`src/rtl/rr_mux_arbiter_pkg.sv`:
```
// rtl/rr_mux_arbiter_pkg.sv - shared types and helpers for the round-robin mux arbiter
package rr_mux_arb_pkg;
  localparam int N_REQ = 4;
  localparam int SEL_W = 2;

  typedef enum logic {IDLE = 1'b0, BUSY = 1'b1} state_t;

  function automatic logic [SEL_W-1:0] ptr_inc(input logic [SEL_W-1:0] p);
    return p + SEL_W'(1);
  endfunction
endpackage

```
`src/rtl/rr_mux_arbiter_pick.sv`:
```
// rtl/rr_mux_arbiter_pick.sv - combinational round-robin picker over four requests
module rr_pick4
  import rr_mux_arb_pkg::*;
(
  input  logic [N_REQ-1:0] req,
  input  logic [SEL_W-1:0] ptr,
  output logic             any,
  output logic [SEL_W-1:0] idx
);
  logic [2*N_REQ-1:0] req2;
  logic [N_REQ-1:0]   rot;
  logic [SEL_W-1:0]   off;

  // rot[j] is the request at position ptr+j, so the lowest set bit is the winner
  assign req2 = {req, req};
  assign rot  = req2[ptr +: N_REQ];

  always_comb begin
    off = '0;
    any = 1'b1;
    unique casez (rot)
      4'b???1: off = 2'd0;
      4'b??10: off = 2'd1;
      4'b?100: off = 2'd2;
      4'b1000: off = 2'd3;
      default: any = 1'b0;
    endcase
  end

  assign idx = ptr + off;
endmodule

```
`src/rtl/rr_mux_arbiter.sv`:
```
// rtl/rr_mux_arbiter.sv - packet-granular round-robin owner of a shared 4:1 output mux
module rr_mux_arbiter
  import rr_mux_arb_pkg::*;
#(
  parameter int DATA_W  = 8,
  parameter int TIMEOUT = 16
) (
  input  logic              clk_in,
  input  logic              rst_in,
  input  logic [N_REQ-1:0]  valid_in,
  input  logic [N_REQ-1:0]  last_in,
  input  logic [DATA_W-1:0] data_a_in,
  input  logic [DATA_W-1:0] data_b_in,
  input  logic [DATA_W-1:0] data_c_in,
  input  logic [DATA_W-1:0] data_d_in,
  output logic [N_REQ-1:0]  ready_out,
  output logic [DATA_W-1:0] y_data_out,
  output logic              y_valid_out,
  output logic              y_last_out,
  input  logic              y_ready_in,
  output logic [SEL_W-1:0]  sel_out,
  output logic              busy_out,
  output logic              timeout_err_out
);
  localparam int CNT_W = (TIMEOUT > 1) ? $clog2(TIMEOUT) : 1;

  state_t             state_q, state_d;
  logic [N_REQ-1:0]   grant_q, grant_d;
  logic [SEL_W-1:0]   sel_q, sel_d, ptr_q, ptr_d;
  logic [CNT_W-1:0]   tcnt_q, tcnt_d;
  logic               terr_q, terr_d;
  logic               pick_any;
  logic [SEL_W-1:0]   pick_idx;
  logic               busy, xfer, timeout_hit;

  rr_pick4 u_pick (
    .req (valid_in),
    .ptr (ptr_q),
    .any (pick_any),
    .idx (pick_idx)
  );

  // The mux follows sel_q even in IDLE so it keeps pointing at the last owner
  always_comb begin
    case (sel_q)
      2'd0:    y_data_out = data_a_in;
      2'd1:    y_data_out = data_b_in;
      2'd2:    y_data_out = data_c_in;
      default: y_data_out = data_d_in;
    endcase
  end

  assign busy            = (state_q == BUSY);
  assign busy_out        = busy;
  assign sel_out         = sel_q;
  assign y_valid_out     = busy & valid_in[sel_q];
  assign y_last_out      = busy & last_in[sel_q];
  assign ready_out       = grant_q & {N_REQ{busy & y_ready_in}};
  assign timeout_err_out = terr_q;
  assign xfer            = y_valid_out & y_ready_in;
  assign timeout_hit     = (TIMEOUT != 0) && busy && !y_valid_out &&
                           (tcnt_q == CNT_W'(TIMEOUT - 1));

  always_comb begin
    state_d = state_q;
    grant_d = grant_q;
    sel_d   = sel_q;
    ptr_d   = ptr_q;
    tcnt_d  = tcnt_q;
    terr_d  = 1'b0;
    case (state_q)
      IDLE: begin
        if (pick_any) begin
          state_d = BUSY;
          sel_d   = pick_idx;
          grant_d = N_REQ'(1) << pick_idx;
          tcnt_d  = '0;
        end
      end
      BUSY: begin
        // A last-beat transfer needs valid high, so it can never coincide with a timeout
        if (xfer && y_last_out) begin
          state_d = IDLE;
          grant_d = '0;
          ptr_d   = ptr_inc(sel_q);
        end else if (timeout_hit) begin
          state_d = IDLE;
          grant_d = '0;
          ptr_d   = ptr_inc(sel_q);
          terr_d  = 1'b1;
        end else if (xfer) begin
          tcnt_d  = '0;
        end else if (!y_valid_out) begin
          tcnt_d  = tcnt_q + CNT_W'(1);
        end
      end
      default: state_d = IDLE;
    endcase
  end

  always_ff @(posedge clk_in or posedge rst_in) begin
    if (rst_in) begin
      state_q <= IDLE;
      grant_q <= '0;
      sel_q   <= '0;
      ptr_q   <= '0;
      tcnt_q  <= '0;
      terr_q  <= 1'b0;
    end else begin
      state_q <= state_d;
      grant_q <= grant_d;
      sel_q   <= sel_d;
      ptr_q   <= ptr_d;
      tcnt_q  <= tcnt_d;
      terr_q  <= terr_d;
    end
  end
endmodule
```
`config.mk`:
```
export PLATFORM = sky130hd
export DESIGN_NAME = rr_mux_arbiter
export DESIGN_NICKNAME = d
export VERILOG_FILES = /design/src/rtl/rr_mux_arbiter_pkg.sv /design/src/rtl/rr_mux_arbiter_pick.sv /design/src/rtl/rr_mux_arbiter.sv
export SDC_FILE = /design/constraint.sdc
export NUM_CORES = 1
export LEC_CHECK = 0
export CAP_MARGIN = 5
export CORE_AREA = 2 2 70 72
export DETAILED_ROUTE_END_ITERATION = 7
export DIE_AREA = 0 0 72 74
export HOLD_SLACK_MARGIN = 0.1
export PLACE_DENSITY = 0.61
export RECOVER_POWER = 25
export SLEW_MARGIN = 20
export SYNTH_ARGS = -nofsm -noshare
export SYNTH_HDL_FRONTEND = slang
export SYNTH_HIERARCHICAL = 1
export SYNTH_SLANG_ARGS = --single-unit
```
`constraint.sdc`:
```
create_clock -name clk_in -period 4 [get_ports clk_in]
set_input_delay 0.4 -clock clk_in [delete_from_list [all_inputs] [get_ports clk_in]]
set_output_delay 0.4 -clock clk_in [all_outputs]
set_load 0.1 [all_outputs]
```
# Word-level counts from Yosys, hierarchy flattened
# Index checks and enable logic that the tools add are counted.
[word_totals]
regBits = 14
in_bits = 43
output_inout_bits = 18
wordCells = 66
[classes]
n_addsub = 3
magnitude_cmp = 1
eq_ne = 11
shifts = 2
muxes = 26
bitwise = 6
reduce_logical = 11
[ops]
columns = ["cell", "n"]
rows = [
  ["$mux 4", 8],
  ["$pmux 8 s3", 1],
  ["$pmux 4 s2", 2],
  ["$mux 1", 9],
  ["$eq 4x4->1 const B", 2],
  ["$shiftx 8x3->4", 1],
  ["$ne 2x2->1 const B", 3],
  ["$pmux 2 s3", 1],
  ["$reduce_and 2->1", 3],
  ["$add 4x1->4 const B", 1],
  ["$and 1x1->1", 4],
  ["$and 4x4->4", 1],
  ["$bmux 1 s2", 2],
  ["$eq 2x2->1 const B", 2],
  ["$mux 2", 2],
  ["$reduce_and 4->1", 1],
  ["$reduce_or 4->1", 1],
  ["$shl 1x2->4 const A", 1],
  ["$eq 3x3->1 const B", 1],
  ["$logic_and 1x1->1", 3],
  ["$lt 2x3->1 const B", 1],
  ["$ne 3x1->1 const B", 1],
  ["$ne 3x2->1 const B", 1],
  ["$add 2x1->2 const B", 1],
  ["other kinds (7)", 7],
]

# Longest topological paths before layout
# Gate-level depths: netlist (run 1).
[logic_depth]
depth_word = 9
ltp_mapped = 12
depth_no_buf = 11

# Modules after synthesis
# The synthesis (run 1) kept the hierarchy.
[modules_own_cells]
columns = ["mod", "n_inst", "cells_per_inst", "area_per_inst_um2", "seq_area_each_um2"]
rows = [
  ["rr_mux_arbiter", 1, 113, 1047.3, 350.3],
  ["rr_pick4", 1, 27, 195.2, 0.0],
]

# Least setup slack after synthesis (run 1)
# No wires, ideal clock.
[synth_timing]
kind = "register to output"
startpoint = "register sel_q[0], in the netlist sel_out[0]"
endpoint = "output y_data_out[0]"
arrival_time_ps = 3322
t_required_ps = 3600
slack_ps = 278
stages_incl_launch_ff = 4
n_path_buf = 1
cell_sequence = "dfrtp_1 -> ha_1 -> clkbuf_1 -> mux2i_1"
[synth_via]
elab_chain_cells = 2
[synth_lines]
columns = ["element", "line_no", "source"]
rows = [
  ["start, declared", "rr_mux_arbiter.sv:29", "logic [SEL_W-1:0] sel_q, sel_d, ptr_q, ptr_d;"],
  ["start signal, assigned", "rr_mux_arbiter.sv:112", "sel_q <= sel_d;"],
  ["$eq 2x2->1, or another cell as far along", "rr_mux_arbiter.sv:45", "case (sel_q)"],
  ["$pmux 8 s3 *", "rr_mux_arbiter.sv:45", ""],
  ["end, declared", "rr_mux_arbiter.sv:17", "output logic [DATA_W-1:0] y_data_out,"],
]
# Mark *: on every way between the ends. The rest lies on a longest branch, timed or not.

# Final worst setup path (run 1)
[layout_timing]
startpoint = "register sel_q[1], in the netlist sel_out[1]"
endpoint = "output y_last_out"
[layout_via]
elab_chain_cells = 3
[layout_lines]
columns = ["element", "line_no", "source"]
rows = [
  ["$bmux 1 s2", "rr_mux_arbiter.sv:57", "assign y_last_out = busy & last_in[sel_q];"],
  ["$mux 1 (not written as such)", "rr_mux_arbiter.sv:57", ""],
  ["$and 1x1->1", "rr_mux_arbiter.sv:57", ""],
  ["end, declared", "rr_mux_arbiter.sv:19", "output logic y_last_out,"],
]
# No other way between the ends. The select of a mux whose other input is x is not followed.

==> flow_metrics.py, run 1 <==
metrics = {
    "route": {
        "wire_per_inst_um": 14.3,
        "viasPerCell": 5.22,
        "drtIter0Drc": 59,
        "dr_total_vias": 1304,
        "drt-pass1-iter-count": 4,
        "routed_wl_um": 3570,
        "drt_drc_violations_left": 0,
        "antenna_left": 0,
    },
    "setup_path": {
        "worstPathRequired_ns": 3.60,
        "crit_type": "flop to output port",
        "reg2reg_slack_ns": 1.76,
        "critPathArrivalTime_ns": 2.36,
        "critPathCaptureType": "output port",
        "crit_fanout": 10,
        "cp-start-kind": "flop",
    },
    "clock_tree": {
        "clkLatencyLatePin_ns": 0.24,
        "cts.sinks": 14,
        "cts_buffer_depth": 2,
        "cts_resized": 0,
        "root_buffer": "clkbuf_8",
        "cts_made_buffers": 3,
        "clk_pin_slew_ns": 0.06,
        "htree_levels": 1,
        "cts_hold_buf": 0,
        "post_cts_buffers": 0,
        "tritoncts": "done",
    },
    "placement": {
        "portBuffers": 60,
        "dp.cells": 246,
        "hpwl_um": 2770,
        "dp_slack_ns": 1.26,
        "place.gp.congestion": 0.816,
    },
    "timing": {
        "fin_ws_ns": 1.24,
        "clock.fmax_mhz": 363,
        "fin_hold_ws_ns": 0.502,
        "fin_crit_ns": 2.76,
        "final-setup-viol-count": 0,
        "fin_tns_setup_ns": 0,
        "tightest_slew_ns": 0.981,
        "rsz0062_at_grt": "no",
        "hold_viol": 0,
        "skew_ns": 0.00113,
        "fin_crit_sh": 0.689,
        "drv_slew": 0,
        "slew_headroom": 0.344,
    },
    "grt": {
        "grt_pass1_wl_um": 5720,
        "grt_max_degree": 16,
        "antenna_found_initial": 0,
        "grt-ovfl-total": 0,
        "grt_pass1_vias": 1246,
        "grt_usage": 0.133,
    },
    "layout": {
        "layout_commonest_cell": "clkdlybuf4s50_1",
        "num_antenna_cells": 0,
        "n_fill_cell": 464,
        "layout_common_cells": "47 x clkdlybuf4s50_1, 17 x inv_1, 14 x dfrtp_1",
        "finalNonFillerCells": 250,
        "layout-drive-gt1-share": 0.148,
        "area_growth_pct": 52.7,
        "nNetsFinal": 246,
    },
    "yosys": {
        "yosysSeqAreaShare": 0.282,
        "synth_area_mm2": 0.00124,
        "synth-edff-count": 0,
        "post_synth.cell_area_avg_um2": 8.87,
        "ys_ff_latch": 14,
        "async_reset_ff_frac": 1.00,
        "synth.distinct_cells": 36,
        "syn_inst": 140,
        "yosysWarnings": 6,
        "syn_nets": 189,
        "synth-main-ff-cell": "dfrtp_1",
    },
    "die": {
        "die-area_mm2": 0.00533,
        "ios": 61,
        "dieHeight_um": 74,
        "core_area_mm2": 0.00460,
        "row_count": 25,
        "initial_core_util": 0.270,
        "die_width_um": 72,
    },
    "run": {
        "cap_violations": 0,
    },
    "run_status": {
        "outcome": "finished, final reports clean",
    },
    "min_path": {
        "hold_class": "flop to flop",
    },
}
[worst max-delay path: stages (launching register included)]
cell and delay [ns]:
dfrtp_1 0.59, mux2i_1 0.16, nand2_1 0.08, and3_1 0.15, clkdlybuf4s50_1 1.13
[layer usage]
layer / routed length [um] / GRT usage / up-vias / share of wire
li1: - / - / 627 / -
met1: 1550 / 0.174 / 594 / 0.44
met2: 1490 / 0.212 / 75 / 0.42
met3: 468 / 0.0420 / 8 / 0.13
met4: 57 / 0.0440 / 0 / 0.016
met5: 0 / 0 / - / 0
[Yosys cell counts (2+ instances only)]
library cell | count | area, um^2
o21ai_0 | 4 | 20.0
clkbuf_1 | 6 | 22.5
o221ai_1 | 2 | 17.5
nor4b_1 | 2 | 17.5
and3_1 | 5 | 31.3
mux2i_1 | 12 | 120
a21oi_1 | 4 | 20.0
nand2b_1 | 5 | 31.3
a211oi_2 | 2 | 25.0
nor2_1 | 12 | 45.0
a31oi_1 | 2 | 12.5
a222oi_1 | 8 | 80.1
inv_1 | 17 | 63.8
nand2_1 | 8 | 30.0
ha_1 | 6 | 75.1
nor3b_1 | 3 | 22.5
nor3_1 | 3 | 15.0
nand3_1 | 2 | 10.0
dfrtp_1 | 14 | 350
o22ai_1 | 2 | 12.5
mux2_2 | 6 | 67.6
[per-stage QoR]
step,instance area [um^2],utilization
2_1_floorplan,1240,-
3_3_place_gp,1840,0.401
3_5_place_dp,1840,0.401
4_1_cts,1900,0.413
5_1_grt,1900,0.413
6_report,1900,0.413
[worst paths after layout]
| kind | startpoint | end | depth (start not counted) |
|---|---|---|---|
| min in group asynchronous | rst_in | grant_q[1] | 2 |
| setup reg to reg | ptr_q[0] | grant_q[2] | 10 |
| hold reg to reg | tcnt_q[0] | tcnt_q[0] | 1 |
| max in group asynchronous | rst_in | grant_q[3] | 2 |
| hold / removal | tcnt_q[0] | tcnt_q[0] | 1 |
| setup / recovery | sel_out[1] | y_last_out | 4 |
[state kept, by name, indices dropped and copies added (netlist names)]
signal           flops
ptr_q                2
timeout_err_out      1
tcnt_q               4
grant_q              4
busy_out             1
sel_out              2
[cells by family (layout without fill, tap and decap cells)]
group,count (synthesis),count (layout),share of synthesized area
flip-flops,14,14,0.282
multiplexers,19,19,0.169
XOR/XNOR,2,2,0.0141
AND/OR/NAND/NOR,44,44,0.188
buffers and inverters,25,81,0.0826
adder cells (fa/ha/maj),6,6,0.0604
AO/OA/AOI/OAI,30,30,0.203
[layout make-up]
class	instances	area, um^2	area share
Timing Repair Buffer	60	571	0.301
Multi-Input combinational cell	101	790	0.416
Sequential cell	14	350	0.185
Clock buffer	4	55.1	0.0290
Tap cell	54	67.6	0.0356
Inverter	17	63.8	0.0336
Power of run 1 is left out: the tool's default activity adds up to more than one toggle a clock period on the data nets, which glitch-free logic cannot reach.
==> run 2: changes to the inputs <==
- PLACE_DENSITY: 0.61 -> 0.63
- clock period: 4 -> 2.5 ns (I/O delays scaled with it)
==> flow_metrics.py, run 2 (same netlist as run 1, synthesis figures left out) <==
metrics = {
    "clock_tree": {
        "cts_hold_buf": 0,
        "cts_resized": 0,
        "tritoncts": "done",
        "htree_levels": 1,
        "post_cts_buffers": 0,
        "cts.sinks": 14,
        "clkLatencyLatePin_ns": 0.25,
        "cts_made_buffers": 3,
        "root_buffer": "clkbuf_8",
        "cts_buffer_depth": 2,
        "clk_pin_slew_ns": 0.06,
    },
    "min_path": {
        "hold_class": "input port to async pin",
    },
    "grt": {
        "grt_pass1_wl_um": 6180,
        "grt_max_degree": 16,
        "grt_usage": 0.148,
        "busiest_layer": "met2",
        "antenna_found_initial": 0,
        "grt-ovfl-total": 0,
        "grtUsageMet3": 0.0339,
        "grt_pass1_vias": 1319,
        "grt_use_met1": 0.192,
        "met2_usage": 0.244,
    },
    "layout": {
        "layout_common_cells": "41 x clkdlybuf4s50_1, 17 x inv_1, 13 x buf_4",
        "nNetsFinal": 250,
        "layout_commonest_cell": "clkdlybuf4s50_1",
        "layout-drive-gt1-share": 0.245,
        "num_antenna_cells": 0,
        "area_growth_pct": 71.2,
        "top_regs": "grant_q x4, tcnt_q x4",
    },
    "timing": {
        "tightest_slew_ns": 0.609,
        "fin_crit_ns": 2.37,
        "skew_ns": 0.00372,
        "fin_crit_sh": 0.948,
        "fin_tns_setup_ns": 0,
        "fin_ws_ns": 0.130,
        "final-setup-viol-count": 0,
        "slew_headroom": 0.594,
        "drv_slew": 0,
        "clock.fmax_mhz": 422,
        "rsz0062_at_grt": "no",
        "hold_viol": 0,
    },
    "setup_path": {
        "critPathTopFamily": "compound AO/OA/AOI/OAI gates",
        "crit_fanout": 9,
        "critPathArrivalTime_ns": 2.12,
        "worstPathRequired_ns": 2.25,
        "crit_type": "flop to output port",
        "path_cells": "inv_1 > ha_1 > a222oi_1 > mux2i_4 > buf_12",
        "path_buf_inv": 2,
        "cp-start-kind": "flop",
        "worst_path_max_delay_cell": "a222oi_1",
        "critPathCaptureType": "output port",
        "crit_path_max_incr_delay_ns": 0.62,
        "rr_worst_depth": 10,
        "crit_cells": 5,
    },
    "route": {
        "dr_total_vias": 1294,
        "antenna_left": 0,
        "drt-pass1-iter-count": 5,
        "wire_per_inst_um": 14.3,
        "routed_wl_um": 3630,
        "drtIter0Drc": 60,
        "viasPerCell": 5.09,
        "drt_drc_violations_left": 0,
    },
    "placement": {
        "portBuffers": 60,
        "dp_slack_ns": 0.0795,
        "hpwl_um": 2760,
        "place.gp.congestion": 0.762,
    },
    "die": {
        "ios": 61,
        "die-area_mm2": 0.00533,
        "die_width_um": 72,
        "initial_core_util": 0.270,
        "row_count": 25,
        "dieHeight_um": 74,
        "core_area_mm2": 0.00460,
    },
    "run": {
        "cap_violations": 0,
    },
    "run_status": {
        "outcome": "finished, final reports clean",
    },
}
[run 2: worst reg2reg max path, stage by stage (launching register included)]
cell and delay (ns):
dfrtp_1 0.54, nand2b_1 0.16, o22ai_1 0.07, o21ai_0 0.15
o221ai_1 0.13, ha_1 0.21, xor2_1 0.15, xnor2_1 0.35
nor3b_1 0.22, a21oi_1 0.06, nor2_1 0.09
[run 2: layout make-up]
type / count / area (um^2)
Fill cell: 466 / 2470
Multi-Input combinational cell: 101 / 890
Timing Repair Buffer: 64 / 698
Sequential cell: 14 / 353
Tap cell: 54 / 67.6
Inverter: 17 / 63.8
Clock buffer: 4 / 55.1
[run 2: worst paths after layout]
path	startpoint	endpoint	slack [ns]
worst max-delay path	sel_out[0]	y_data_out[3]	0.13
worst min-delay path	rst_in	grant_q[2]	0.48
worst max register to register	ptr_q[0]	grant_q[2]	0.31
worst min register to register	grant_q[1]	grant_q[1]	0.52
max in group asynchronous	rst_in	sel_out[0]	1.64
min in group clk_in	grant_q[1]	grant_q[1]	0.52
[run 2: stage by stage]
step	util	cells	instance area [um^2]	hold WS (ns)
2_1_floorplan	-	140	1350	0.139
3_3_place_gp	0.451	250	2070	0.500
3_5_place_dp	0.451	250	2070	0.502
4_1_cts	0.463	254	2130	0.366
5_1_grt	0.463	254	2130	0.531
6_report	0.463	254	2130	0.478
[run 2: routing by layer]
layer	vias to the layer above	routed length, um
met5	-	0
met4	0	32
met3	4	348
met2	56	1590
met1	602	1660
li1	632	-
Power of run 2 is left out for the same reason.
